## src/rtl/score_pkg.sv

```systemverilog
// Shared definitions for the score display: glyph geometry, the 8x8 digit
// font and BCD helpers.
package score_pkg;

  localparam int GLYPH_W = 8;
  localparam int GLYPH_H = 8;

  typedef logic [3:0] bcd_digit_t;

  // Digit font, one byte per row, bit 7 is the leftmost column; row 7 blank.
  localparam logic [7:0] GLYPH_ROM [10][8] = '{
    '{8'h3C, 8'h66, 8'h6E, 8'h76, 8'h66, 8'h66, 8'h3C, 8'h00},  // 0
    '{8'h18, 8'h38, 8'h18, 8'h18, 8'h18, 8'h18, 8'h7E, 8'h00},  // 1
    '{8'h3C, 8'h66, 8'h06, 8'h0C, 8'h30, 8'h60, 8'h7E, 8'h00},  // 2
    '{8'h3C, 8'h66, 8'h06, 8'h1C, 8'h06, 8'h66, 8'h3C, 8'h00},  // 3
    '{8'h0C, 8'h1C, 8'h3C, 8'h6C, 8'h7E, 8'h0C, 8'h0C, 8'h00},  // 4
    '{8'h7E, 8'h60, 8'h7C, 8'h06, 8'h06, 8'h66, 8'h3C, 8'h00},  // 5
    '{8'h3C, 8'h60, 8'h7C, 8'h66, 8'h66, 8'h66, 8'h3C, 8'h00},  // 6
    '{8'h7E, 8'h06, 8'h0C, 8'h18, 8'h30, 8'h30, 8'h30, 8'h00},  // 7
    '{8'h3C, 8'h66, 8'h66, 8'h3C, 8'h66, 8'h66, 8'h3C, 8'h00},  // 8
    '{8'h3C, 8'h66, 8'h66, 8'h3E, 8'h06, 8'h0C, 8'h38, 8'h00}   // 9
  };

  // Largest value representable with the given number of decimal digits.
  function automatic int unsigned max_value(input int unsigned digits);
    int unsigned p;
    p = 1;
    for (int unsigned i = 0; i < digits; i++) p = p * 10;
    return p - 1;
  endfunction

endpackage

```

## src/rtl/bin2bcd_seq.sv

```systemverilog
// Sequential double-dabble binary to BCD converter, one bit per cycle.
// The accumulator carries one nibble more than the result so values that do
// not fit in DIGITS decimal digits saturate to all nines and raise ovf.
module bin2bcd_seq
  import score_pkg::*;
#(
  parameter int DIGITS = 4,
  parameter int VAL_W  = 14
) (
  input  logic                  clk,
  input  logic                  rst_n,
  input  logic                  start,
  input  logic [VAL_W-1:0]      value,
  output logic                  busy,
  output logic                  done,
  output logic                  ovf,
  output logic [DIGITS*4-1:0]   bcd
);

  localparam int ACC_W = (DIGITS + 1) * 4;
  localparam int CNT_W = $clog2(VAL_W + 1);

  typedef enum logic [1:0] {IDLE, SHIFT, DONE} state_t;

  state_t             state, state_nxt;
  logic               load;
  logic [VAL_W-1:0]   sr;
  logic [ACC_W-1:0]   acc, acc_adj;
  logic               carry;
  logic               ovf_now;
  logic [CNT_W-1:0]   cnt;

  // Add 3 to every nibble that is 5 or more before the next left shift.
  function automatic logic [ACC_W-1:0] add3_all(input logic [ACC_W-1:0] a);
    logic [ACC_W-1:0] r;
    r = '0;
    for (int i = 0; i < DIGITS + 1; i++)
      r[i*4 +: 4] = (a[i*4 +: 4] >= 4'd5) ? a[i*4 +: 4] + 4'd3 : a[i*4 +: 4];
    return r;
  endfunction

  // Clamp to all nines when the value does not fit the visible digits.
  function automatic logic [DIGITS*4-1:0] saturate_bcd(input logic [ACC_W-1:0] a,
                                                      input logic sat);
    if (sat) return {DIGITS{4'd9}};
    return a[DIGITS*4-1:0];
  endfunction

  assign acc_adj = add3_all(acc);
  assign ovf_now = carry || (acc[ACC_W-1 -: 4] != 4'd0);
  assign bcd     = saturate_bcd(acc, ovf_now);
  assign busy    = (state == SHIFT);
  assign done    = (state == DONE);

  // Next-state logic; a strobe is only accepted when not shifting.
  always_comb begin
    state_nxt = state;
    load      = 1'b0;
    unique case (state)
      IDLE: begin
        if (start) begin
          load      = 1'b1;
          state_nxt = SHIFT;
        end
      end
      SHIFT: begin
        if (cnt == CNT_W'(VAL_W - 1)) state_nxt = DONE;
      end
      DONE: begin
        if (start) begin
          load      = 1'b1;
          state_nxt = SHIFT;
        end else begin
          state_nxt = IDLE;
        end
      end
      default: state_nxt = IDLE;
    endcase
  end

  // Control state: FSM, bit counter, sticky carry-out and overflow flag.
  always_ff @(posedge clk or negedge rst_n) begin
    if (!rst_n) begin
      state <= IDLE;
      cnt   <= '0;
      carry <= 1'b0;
      ovf   <= 1'b0;
    end else begin
      state <= state_nxt;
      if (load) begin
        cnt   <= '0;
        carry <= 1'b0;
      end else if (state == SHIFT) begin
        cnt   <= cnt + CNT_W'(1);
        carry <= carry | acc_adj[ACC_W-1];
      end
      if (state == DONE) ovf <= ovf_now;
    end
  end

  // Shift datapath: binary bits move from sr into the BCD accumulator.
  always_ff @(posedge clk) begin
    if (load) begin
      sr  <= value;
      acc <= '0;
    end else if (state == SHIFT) begin
      acc <= {acc_adj[ACC_W-2:0], sr[VAL_W-1]};
      sr  <= sr << 1;
    end
  end

endmodule

```

## src/rtl/score_display.sv

```systemverilog
// Multi-digit decimal score renderer: converts a binary value to BCD, holds it
// frame-synchronously and emits a registered 1-bit glyph pixel.
// Optional build macro LEADING_ZERO_BLANK_EN blanks leading zero digits.
module score_display
  import score_pkg::*;
#(
  parameter int DIGITS     = 4,
  parameter int VAL_W      = 14,
  parameter int SCALE_LOG2 = 0,
  parameter int COORD_W    = 10
) (
  input  logic               sys_clk,
  input  logic               sys_rst_n,
  input  logic [VAL_W-1:0]   value_i,
  input  logic               value_vld_i,
  output logic               busy_o,
  output logic               ovf_o,
  input  logic               frame_start_i,
  input  logic [COORD_W-1:0] origin_x_i,
  input  logic [COORD_W-1:0] origin_y_i,
  input  logic [COORD_W-1:0] pix_x_i,
  input  logic [COORD_W-1:0] pix_y_i,
  output logic               in_box_o,
  output logic               pix_o
);

  localparam int DIG_W     = DIGITS * 4;
  localparam int CELL_LOG2 = 3 + SCALE_LOG2;
  localparam int BOX_W     = (DIGITS * GLYPH_W) << SCALE_LOG2;
  localparam int BOX_H     = GLYPH_H << SCALE_LOG2;

  logic                      conv_done;
  logic [DIG_W-1:0]          conv_bcd;
  logic [DIG_W-1:0]          pend_bcd;
  logic [DIG_W-1:0]          disp_bcd;
  logic                      pend_flag;
  logic [DIGITS-1:0]         lead_zero;

  logic signed [COORD_W:0]   dx_p0, dy_p0;
  int                        dx_int, dy_int;
  logic                      in_box_p0, blank_p0, pix_p0;
  logic [2:0]                col_p0, row_p0;
  bcd_digit_t                dig_p0;
  logic [7:0]                glyph_p0;
  logic                      in_box_p1, pix_p1;

  // Glyph row lookup; codes above 9 render blank.
  function automatic logic [7:0] glyph_row(input bcd_digit_t d, input logic [2:0] r);
    if (d > 4'd9) return 8'h00;
    return GLYPH_ROM[d][r];
  endfunction

  bin2bcd_seq #(
    .DIGITS (DIGITS),
    .VAL_W  (VAL_W)
  ) u_conv (
    .clk   (sys_clk),
    .rst_n (sys_rst_n),
    .start (value_vld_i),
    .value (value_i),
    .busy  (busy_o),
    .done  (conv_done),
    .ovf   (ovf_o),
    .bcd   (conv_bcd)
  );

  // Pending holds the newest result; display only changes at frame start.
  always_ff @(posedge sys_clk or negedge sys_rst_n) begin
    if (!sys_rst_n) begin
      pend_bcd  <= '0;
      disp_bcd  <= '0;
      pend_flag <= 1'b0;
    end else if (conv_done) begin
      pend_bcd  <= conv_bcd;
      pend_flag <= 1'b1;
    end else if (frame_start_i && pend_flag) begin
      disp_bcd  <= pend_bcd;
      pend_flag <= 1'b0;
    end
  end

`ifdef LEADING_ZERO_BLANK_EN
  // Mark zero digits left of the first nonzero one; the last digit always shows.
  always_comb begin
    logic all_zero;
    all_zero  = 1'b1;
    lead_zero = '0;
    for (int k = 0; k < DIGITS - 1; k++) begin
      all_zero     = all_zero && (disp_bcd[(DIGITS-1-k)*4 +: 4] == 4'd0);
      lead_zero[k] = all_zero;
    end
  end
`else
  assign lead_zero = '0;
`endif

  // Stage p0: box test, digit/row/column select and glyph bit fetch.
  assign dx_p0 = $signed({1'b0, pix_x_i}) - $signed({1'b0, origin_x_i});
  assign dy_p0 = $signed({1'b0, pix_y_i}) - $signed({1'b0, origin_y_i});

  // Combinational render of the current scan position.
  always_comb begin
    dx_int    = int'(dx_p0);
    dy_int    = int'(dy_p0);
    in_box_p0 = (dx_int >= 0) && (dx_int < BOX_W) && (dy_int >= 0) && (dy_int < BOX_H);
    col_p0    = 3'(dx_int >>> SCALE_LOG2);
    row_p0    = 3'(dy_int >>> SCALE_LOG2);
    dig_p0    = '0;
    blank_p0  = 1'b0;
    for (int k = 0; k < DIGITS; k++) begin
      if ((dx_int >>> CELL_LOG2) == k) begin
        dig_p0   = disp_bcd[(DIGITS-1-k)*4 +: 4];
        blank_p0 = lead_zero[k];
      end
    end
    glyph_p0 = glyph_row(dig_p0, row_p0);
    pix_p0   = in_box_p0 && !blank_p0 && glyph_p0[3'd7 - col_p0];
  end

  // Stage p1: registered render outputs.
  always_ff @(posedge sys_clk or negedge sys_rst_n) begin
    if (!sys_rst_n) begin
      in_box_p1 <= 1'b0;
      pix_p1    <= 1'b0;
    end else begin
      in_box_p1 <= in_box_p0;
      pix_p1    <= pix_p0;
    end
  end

  assign in_box_o = in_box_p1;
  assign pix_o    = pix_p1;

endmodule

```

## config.mk

```make
export PLATFORM = sky130hd
export DESIGN_NAME = score_display
export DESIGN_NICKNAME = d
export VERILOG_FILES = /design/src/rtl/score_pkg.sv /design/src/rtl/bin2bcd_seq.sv /design/src/rtl/score_display.sv
export SDC_FILE = /design/constraint.sdc
export NUM_CORES = 1
export LEC_CHECK = 0
export ABC_AREA = 1
export BUFFER_PORTS_ARGS = -buffer_cell sky130_fd_sc_hd__buf_2
export CAP_MARGIN = 20
export CORE_MARGIN = 10
export CORE_UTILIZATION = 35
export CTS_CLUSTER_DIAMETER = 120
export DETAILED_ROUTE_END_ITERATION = 8
export GPL_TIMING_DRIVEN = 0
export SYNTH_ARGS = -nofsm -noshare
export SYNTH_HDL_FRONTEND = slang
export SYNTH_HIERARCHICAL = 1
export SYNTH_SLANG_ARGS = --single-unit
```

## constraint.sdc

```tcl
create_clock -name sys_clk -period 3.91 [get_ports sys_clk]
set_clock_uncertainty 0.2 [all_clocks]
set_input_delay 0.782 -clock sys_clk [delete_from_list [all_inputs] [get_ports sys_clk]]
set_output_delay 0.782 -clock sys_clk [all_outputs]
set_load 0.02 [all_outputs]
```

==> results of run 1 <==
-- power by group --
part           total [mW]  internal, mW  switching [mW]
registers            1.32          1.14           0.177
logic                1.36         0.503           0.861
clock network       0.945         0.620           0.325
-- worst paths after layout --
kind,startpoint,end,slack [ns],cells after the start
min reg2reg,u_conv/acc[9],u_conv/acc[9],0.25,2
min in group asynchronous,sys_rst_n,u_conv/cnt[3],0.38,1
max,pix_x_i[0],pix_o,0.13,29
max reg2reg,disp_bcd[13],pix_o,1.56,17
max in group asynchronous,sys_rst_n,pend_bcd[13],2.53,1
min,u_conv/acc[9],u_conv/acc[9],0.25,2
-- worst reg2reg max path, cell delays in order, from the launching register on --
cell and delay (ns):
dfrtp_1 0.40, nand3_2 0.09, nand4_1 0.18, buf_4 0.21, ha_4 0.15, or2_4 0.25
nand2_2 0.07, nand3_2 0.08, nand2_1 0.08, nand2_1 0.05, nand2_1 0.06, nand2_1 0.06
nand3_2 0.07, nand2_1 0.05, nand2_1 0.08, nand2_1 0.06, nand2_1 0.06, nor2_1 0.04
-- logic make-up after synthesis --
family / count (synthesis) / synth area share
AO/OA/AOI/OAI: 87 / 0.0842
adder cells (fa/ha/maj): 41 / 0.0961
flip-flops: 77 / 0.345
XOR/XNOR: 7 / 0.0125
buffers and inverters: 138 / 0.102
AND/OR/NAND/NOR: 449 / 0.360
-- per-stage QoR --
step                area [sq um]  instances
CTS                         6480       1094
detailed placement          6070       1071
finish                      6630       1099
global placement            6070       1071
floorplan                   5500        799
global route                6630       1099
-- sequential cells by signal (all words and copies together) (netlist names) --
register      count
u_conv/acc       20
disp_bcd         16
pend_bcd         16
u_conv/sr        14
u_conv/cnt        4
u_conv/state      2
in_box_o          1
pend_flag         1
pix_o             1
u_conv/carry      1
u_conv/ovf        1
-- per-layer routing --
layer	track usage	up-vias	part of all wire
met1	0.154	2268	0.49
met4	0.0288	0	0.0088
met2	0.197	106	0.46
li1	-	2712	-
met3	0.0292	14	0.043
met5	0	-	0
-- layout by cell type, fill, tap and decap left out, drive strengths merged, types with 2 or more instances in the layout --
| master | instances |
|---|---|
| bufinv | 3 |
| fa | 2 |
| clkinv | 3 |
| dfxtp | 20 |
| nand3 | 93 |
| xor2 | 6 |
| nand2 | 286 |
| buf | 83 |
| inv | 120 |
| nand3b | 3 |
| o21ai | 48 |
| clkbuf | 16 |
| nor2 | 53 |
| a21oi | 32 |
| nand4 | 9 |
| clkinvlp | 2 |
| dfrtp | 43 |
| nor3 | 2 |
| ha | 39 |
| edfxtp | 14 |
-- repair_timing --
item                                    in CTS  in global routing
hold endpoints to repair                     0                  0
endpoints found under the setup margin       1                  1
hold buffers                                 0                  0
setup buffers                                7                  4
gates cloned                                 0                  1
pin swaps                                    4                 18
gates resized for setup                      5                 28
-- cell type report --
type / count / share of cell area
Clock buffer: 9 / 0.0340
Multi-Input combinational cell: 584 / 0.476
Clock inverter: 7 / 0.0172
Tap cell: 211 / 0.0398
Buffer: 17 / 0.0155
Timing Repair Buffer: 73 / 0.0612
Sequential cell: 77 / 0.286
Inverter: 121 / 0.0697
==> impl_metrics.json, run 1 <==
{
  "slew_violations": 0,
  "synth_top_area_frac": 0.196,
  "p_leak_nw": 3.47,
  "dieArea_sq_um": 21100,
  "synth_area_per_cell_sq_um": 6.88,
  "fin_nets": 982,
  "grt_pass1_vias": 4718,
  "synth_async_sr_flop_share": 0.558,
  "cts_tree": "done",
  "p_per_area_nw_per_um2": 548,
  "holdWs_ns": 0.254,
  "cp_max_fo": 5,
  "power_mw": 3.63,
  "ir_drop_v": 0.000355,
  "crit_required_ns": 3.94,
  "path_common_cell": "nand2_1",
  "root_buffer": "clkbuf_16",
  "dp_hpwl_microns": 9820,
  "crit_path_top_delay_cell": "fa_2",
  "path_class": "in -> reg",
  "core_sq_um": 15300,
  "report.final.hold_viol_count": 0,
  "cts-htree-levels": 3,
  "vias_per_cell": 4.64,
  "synth.most_common_cell": "nand2_1",
  "ys_warn_count": 6,
  "syn_nets": 898,
  "post-route-period-util": 0.966,
  "die_width_microns": 145,
  "antenna_found_initial": 0,
  "dieHeight_microns": 145,
  "post-place-ws_ns": -0.636,
  "io_pins": 62,
  "port_buffers": 61,
  "vias": 5100,
  "cp_top_family": "simple AND/OR/NAND/NOR gates",
  "wl_per_cell_microns": 11.8,
  "startpoint_type": "input pin",
  "seq_area_frac_synth": 0.345,
  "setup_viol": 0,
  "grt_usage": 0.120,
  "status": "complete, no violations",
  "rsz0062_at_grt": "yes",
  "slew_headroom": 0.376,
  "synth.ff_latch_count": 77,
  "synth_edf_count": 14,
  "grt_max_degree": 44,
  "arrival_ns": 3.81,
  "max_freq_mhz": 265,
  "finalWorstSetupSlack_ns": 0.133,
  "synthDistinctLibCells": 43,
  "critPathMaxStageDelay_ns": 0.34,
  "synthTopCellsByCount": "nand2_1, inv_1, nand3_1",
  "setup_tns_ns": 0,
  "synth_area_sq_um": 5500,
  "hold_class": "reg -> reg",
  "drtIter0Drc": 331,
  "num_rows": 45,
  "cts.path.max_buffers": 2,
  "synth_area_leaders": "dfrtp_1, nand2_1, ha_1, nand3_1, edfxtp_1",
  "area_growth_pct": 20.5,
  "drtPass1Iterations": 4,
  "crit_buf_inv": 7,
  "worstSkewPairLatency_ns": 0.34,
  "fin_crit_ns": 3.78,
  "maxCapViolations": 0,
  "diodes": 0,
  "postSynthCellCount": 799,
  "ff_latch_area_sq_um": 1900,
  "clkTransAtPathRegs_ns": 0.06,
  "drive_gt1_frac": 0.187,
  "totalWireLength_microns": 13000,
  "multi_input_area_sq_um": 3160,
  "grt_pass1_wl_microns": 21900,
  "yosysTopAreaCell": "dfrtp_1",
  "clock_sinks": 77,
  "drc": 0,
  "ant_nets": 0,
  "gr-total-overflow": 0,
  "worst_pin_slew_ns": 0.935,
  "fin_util": 0.433,
  "initial_utilization": 0.359,
  "ys.flop_type": "dfrtp_1",
  "place_congestion": 0.886,
  "end_kind": "register",
  "nFillCells": 1605,
  "cts_buffers": 9
}
(Power assumes the default switching activity.)
==> inputs of run 2 (changes only) <==
Settings changed: SKIP_LAST_GASP from default to 1, SYNTH_HIERARCHICAL 1 to default.
Clock period 3.91 ns to 4.4 ns, I/O delays scaled along.
==> run 2 against run 1 <==
Against the previous run: worst setup slack improved by 0.23 ns; register-to-register slack gained 0.37 ns; die area is 1.3% lower; synthesized area shrank 1.5%; first-iteration DRC count is 38% lower; combinational power shrank 18%; synthesized cell count decreased by 5.8%; hold slack got worse by 0.092 ns; sequential share of layout area rose by 1.2 points; core utilization is 1.4 points lower; via count decreased by 3.6%; final cell count fell by 6.5%; largest cell class unchanged; largest power group is now registers.
==> impl_metrics.json, run 2 <==
{
  "status": "complete, no violations",
  "report.final.hold_viol_count": 0,
  "largest_register": "u_conv.acc",
  "drtPass1Iterations": 4,
  "synth.ff_latch_count": 77,
  "largest_reg_flops": 20,
  "yosysTopAreaCell": "dfrtp_1",
  "syn_nets": 852,
  "grt_usage": 0.122,
  "startpoint_type": "input pin",
  "synth_async_sr_flop_share": 0.558,
  "antenna_found_initial": 0,
  "seq_area_frac_synth": 0.350,
  "p_leak_nw": 3.32,
  "worstSkewPairLatency_ns": 0.33,
  "cp_max_fo": 6,
  "post-place-ws_ns": -0.299,
  "max_freq_mhz": 247,
  "clock_sinks": 77,
  "cts_buffers": 9,
  "core_sq_um": 15200,
  "arrival_ns": 4.06,
  "multi_input_area_sq_um": 3020,
  "clkTransAtPathRegs_ns": 0.06,
  "synth_area_leaders": "dfrtp_1, nand2_1, ha_1, edfxtp_1, dfxtp_1",
  "totalWireLength_microns": 12500,
  "ir_drop_v": 0.000371,
  "diodes": 0,
  "place_congestion": 0.879,
  "vias_per_cell": 4.78,
  "initial_utilization": 0.356,
  "drtIter0Drc": 204,
  "num_rows": 45,
  "power_mw": 3.04,
  "synth_edf_count": 14,
  "ys.flop_type": "dfrtp_1",
  "worst_pin_slew_ns": 0.564,
  "maxCapViolations": 0,
  "grt_pass1_wl_microns": 21200,
  "nFillCells": 1589,
  "grt_pass1_vias": 4659,
  "die_width_microns": 144,
  "ant_nets": 0,
  "slew_violations": 0,
  "dieHeight_microns": 144,
  "hold_class": "in -> async",
  "finalWorstSetupSlack_ns": 0.358,
  "holdWs_ns": 0.161,
  "synth_area_sq_um": 5410,
  "setup_viol": 0,
  "r2r_slack_ns": 1.93,
  "p_per_area_nw_per_um2": 477,
  "root_buffer": "clkbuf_16",
  "dp_hpwl_microns": 9730,
  "end_kind": "register",
  "crit_required_ns": 4.42,
  "synth_area_per_cell_sq_um": 7.19,
  "ff_latch_area_sq_um": 1900,
  "synth.most_common_cell": "nand2_1",
  "slew_headroom": 0.622,
  "drc": 0,
  "cts_tree": "done",
  "fin_nets": 934,
  "dieArea_sq_um": 20800,
  "synthTopCellsByCount": "nand2_1, inv_1, nand3_1",
  "fin_crit_ns": 4.04,
  "final_design_area_no_fill_sq_um": 6370,
  "reg.largest.list": "u_conv.acc (20), disp_bcd (16), pend_bcd (16)",
  "synthDistinctLibCells": 38,
  "path_class": "in -> reg",
  "cts-htree-levels": 3,
  "final_cell_mix": "nand2_1, inv_1, nand3_1",
  "post-route-period-util": 0.919,
  "gr-total-overflow": 0,
  "ys_warn_count": 0,
  "wl_per_cell_microns": 12.2,
  "synth_top_area_frac": 0.199,
  "port_buffers": 61,
  "postSynthCellCount": 753,
  "final_common_cell": "nand2_1",
  "io_pins": 62,
  "dp_cells": 1003,
  "fin_cells": 1028,
  "placed_area_sq_um": 5970,
  "vias": 4918,
  "cts.path.max_buffers": 2,
  "area_growth_pct": 17.6,
  "grt_max_degree": 44,
  "drive_gt1_frac": 0.164
}
-- run 2: cell types whose count changed after synthesis, sizes merged, moves of 13 or more --
| cell | previous run | this run |
|---|---|---|
| a21oi | 32 | 45 |
| nand2 | 286 | 212 |
| nand3 | 93 | 76 |
| o21ai | 48 | 68 |
-- run 2: final timing paths --
kind                                      start       endpoint  cells past startpoint
worst max-delay path              origin_x_i[0]          pix_o                     26
worst min-delay path                  sys_rst_n  u_conv.cnt[3]                      1
worst max register to register  u_conv.state[1]  u_conv.sr[13]                      5
worst min register to register    u_conv.sr[13]  u_conv.acc[0]                      2
max in group asynchronous             sys_rst_n    pend_bcd[7]                      2
min in group sys_clk              u_conv.sr[13]  u_conv.acc[0]                      2
-- run 2: logic make-up after synthesis --
| group | Yosys count | share of synthesized area |
|---|---|---|
| AND/OR/NAND/NOR | 354 | 0.292 |
| buffers and inverters | 134 | 0.0975 |
| AO/OA/AOI/OAI | 125 | 0.121 |
| flip-flops | 77 | 0.350 |
| adder cells (fa/ha/maj) | 41 | 0.0976 |
| XOR/XNOR | 14 | 0.0240 |
| multiplexers | 8 | 0.0166 |
-- run 2: cell type report --
| cell class | count | share of cell area |
|---|---|---|
| Tap cell | 188 | 0.0369 |
| Sequential cell | 77 | 0.298 |
| Clock buffer | 9 | 0.0354 |
| Buffer | 21 | 0.0163 |
| Multi-Input combinational cell | 542 | 0.474 |
| Clock inverter | 7 | 0.0104 |
| Inverter | 113 | 0.0666 |
| Timing Repair Buffer | 71 | 0.0629 |
-- run 2: stage by stage --
| step | setup TNS, ns | util |
|---|---|---|
| floorplan | 0 | - |
| CTS | 0 | 0.412 |
| detailed placement | -0.299 | 0.393 |
| global route | -0.0359 | 0.419 |
| global placement | -0.305 | 0.392 |
| finish | 0 | 0.419 |
-- run 2: metal layers --
layer / track usage / vias to the layer above / part of all wire / routed length (microns)
met5: 0 / - / 0 / 0
met3: 0.0180 / 22 / 0.037 / 463
met4: 0.0378 / 0 / 0.015 / 183
met2: 0.202 / 97 / 0.47 / 5880
met1: 0.160 / 2191 / 0.48 / 5970
li1: - / 2608 / - / -
-- run 2: power by group --
group          total (mW)  switching (mW)  internal [mW]
clock               0.716           0.281          0.436
combinational        1.11           0.689          0.422
sequential           1.21           0.177           1.03
-- run 2: worst max-delay path: stages --
cell     delay, ns
buf_2         0.11
ha_1          0.22
fa_1          0.39
inv_1         0.10
nand2_1       0.10
nand2_2       0.09
nand3_1       0.09
nand3_1       0.12
nand4_4       0.16
nor2_1        0.29
nand3_1       0.12
nand4_1       0.16
inv_2         0.11
ha_4          0.26
inv_1         0.08
nand2_2       0.08
nand2_1       0.11
nand2_1       0.06
nand2_1       0.06
nand3_1       0.06
nand2_1       0.08
inv_2         0.03
nand2_1       0.05
nand2_1       0.06
a21oi_1       0.14
nor2_1        0.06
-- run 2: what timing repair did --
action / CTS / global route
setup buffers: 0 / 7
resized for setup: 0 / 8
hold buffers: 0 / 0
endpoints found under the setup margin: 0 / 1
==> inputs of run 3 (changes only) <==
Settings changed: MAX_ROUTING_LAYER from default to met4.
==> run 3 against run 2 <==
Against the previous run: first-iteration DRC count decreased by 3.4%; critical path depth grew 2; global-route usage increased by 0.066 points; combinational power barely moved; total power is 2.5% higher; critical endpoint unchanged; highest routed layer unchanged.
==> impl_metrics.json, run 3 (same netlist as run 2, synthesis figures left out) <==
{
  "final_common_cell": "nand2_1",
  "num_rows": 45,
  "diodes": 0,
  "final_cell_mix": "nand2_1, inv_1, nand3_1",
  "startpoint_type": "input pin",
  "cts_buffers": 9,
  "maxCapViolations": 0,
  "status": "complete, no violations",
  "grt_use_met3": 0.0210,
  "power_mw": 3.11,
  "fin_nets": 931,
  "antenna_found_initial": 0,
  "hold_depth": 2,
  "gr-total-overflow": 0,
  "grt_pass1_wl_microns": 20900,
  "clock_sinks": 77,
  "grt_pass1_vias": 4718,
  "cts.path.max_buffers": 2,
  "largest_register": "u_conv.acc",
  "largest_reg_flops": 20,
  "p_per_area_nw_per_um2": 489,
  "drive_gt1_frac": 0.159,
  "fin_util": 0.419,
  "fin_crit_ns": 4.13,
  "report.final.hold_viol_count": 0,
  "setup_viol": 0,
  "ant_nets": 0,
  "vias": 4932,
  "fin_cells": 1025,
  "globalRouteMet1Util": 0.153,
  "cts_tree": "done",
  "vias_per_cell": 4.81,
  "grt_usage": 0.123,
  "drc": 0,
  "io_pins": 62,
  "reg2regPathDepth": 5,
  "area_growth_pct": 17.6,
  "reg.largest.list": "u_conv.acc (20), disp_bcd (16), pend_bcd (16)",
  "cts-htree-levels": 3,
  "clkTransAtPathRegs_ns": 0.06,
  "p_leak_nw": 3.30,
  "port_buffers": 61,
  "grt.met2_usage": 0.202,
  "worst_pin_slew_ns": 0.953,
  "initial_utilization": 0.356,
  "slew_headroom": 0.365,
  "crit_required_ns": 4.42,
  "drtIter0Drc": 197,
  "ir_drop_v": 0.000371,
  "totalWireLength_microns": 12300,
  "core_sq_um": 15200,
  "max_freq_mhz": 242,
  "dieArea_sq_um": 20800,
  "cp_max_fo": 10,
  "cts_hold_buf": 0,
  "die_width_microns": 144,
  "worstSkewPairLatency_ns": 0.32,
  "dieHeight_microns": 144,
  "end_kind": "register",
  "arrival_ns": 4.14,
  "grt_max_degree": 44,
  "hold_class": "reg -> reg",
  "place_congestion": 0.905,
  "post-route-period-util": 0.938,
  "dp_hpwl_microns": 9710,
  "dp_cells": 1003,
  "drtPass1Iterations": 5,
  "path_class": "in -> reg",
  "root_buffer": "clkbuf_16",
  "holdWs_ns": 0.244,
  "wl_per_cell_microns": 12.0,
  "slew_violations": 0,
  "busiest_layer": "met2",
  "nFillCells": 1580
}
[run 3: critical path, cell delays in order]
cell and delay [ns]:
buf_2 0.10, ha_1 0.22, fa_1 0.39, inv_1 0.10, nand2_1 0.09, nand2_1 0.10, nand4_1 0.13, nand2_1 0.09
nand2_1 0.05, nand2_1 0.07, nand2_2 0.08, nor2_4 0.15, buf_6 0.16, nand3_1 0.07, nand4_1 0.17, inv_2 0.11
ha_4 0.29, inv_1 0.05, nand2_1 0.12, nand3_1 0.12, nand2_1 0.11, nand2_1 0.05, nand2_1 0.08, nand2_1 0.07
nand2_1 0.06, nand2_1 0.05, a21oi_1 0.11, nor2_1 0.06
[run 3: layout make-up]
type                            instances  area, sq um  area share
Multi-Input combinational cell        542         3010       0.473
Sequential cell                        77         1900       0.298
Inverter                              113          424      0.0666
Timing Repair Buffer                   68          378      0.0594
Tap cell                              188          235      0.0370
Clock buffer                           10          229      0.0360
Buffer                                 21          104      0.0163
Clock inverter                          6         87.6      0.0138
[run 3: through the flow]
stage / area [sq um] / setup TNS (ns) / worst slack [ns]
after CTS: 6300 / 0 / 0.0347
after global placement: 5950 / -0.339 / -0.339
after floorplan: 5410 / 0 / 0.362
final: 6360 / 0 / 0.275
after detailed placement: 5980 / -0.306 / -0.306
after global routing: 6360 / -0.00699 / -0.00699
[run 3: timing repair]
action / in CTS / in global routing
resized for setup: 0 / 5
buffers inserted: 0 / 6
endpoints found under the setup margin: 0 / 1
[run 3: metal layers]
| layer | vias to the layer above | share of wire |
|---|---|---|
| met4 | 0 | 0.0085 |
| met1 | 2211 | 0.47 |
| met3 | 10 | 0.039 |
| met5 | - | 0 |
| met2 | 104 | 0.48 |
| li1 | 2607 | - |
[run 3: worst paths after layout]
kind                                      start       endpoint  slack [ns]
worst max-delay path              origin_x_i[0]          pix_o        0.27
worst min-delay path              u_conv.sr[13]  u_conv.acc[0]        0.24
worst max register to register  u_conv.state[1]   u_conv.sr[3]        2.02
worst min register to register    u_conv.sr[13]  u_conv.acc[0]        0.24
min in group asynchronous             sys_rst_n  u_conv.cnt[3]        0.50
max in group asynchronous             sys_rst_n   pend_bcd[12]        2.90
[run 3: power by group]
group | switching, mW | internal [mW]
clock | 0.278 | 0.495
sequential | 0.178 | 1.03
combinational | 0.696 | 0.431
total | 1.15 | 1.96
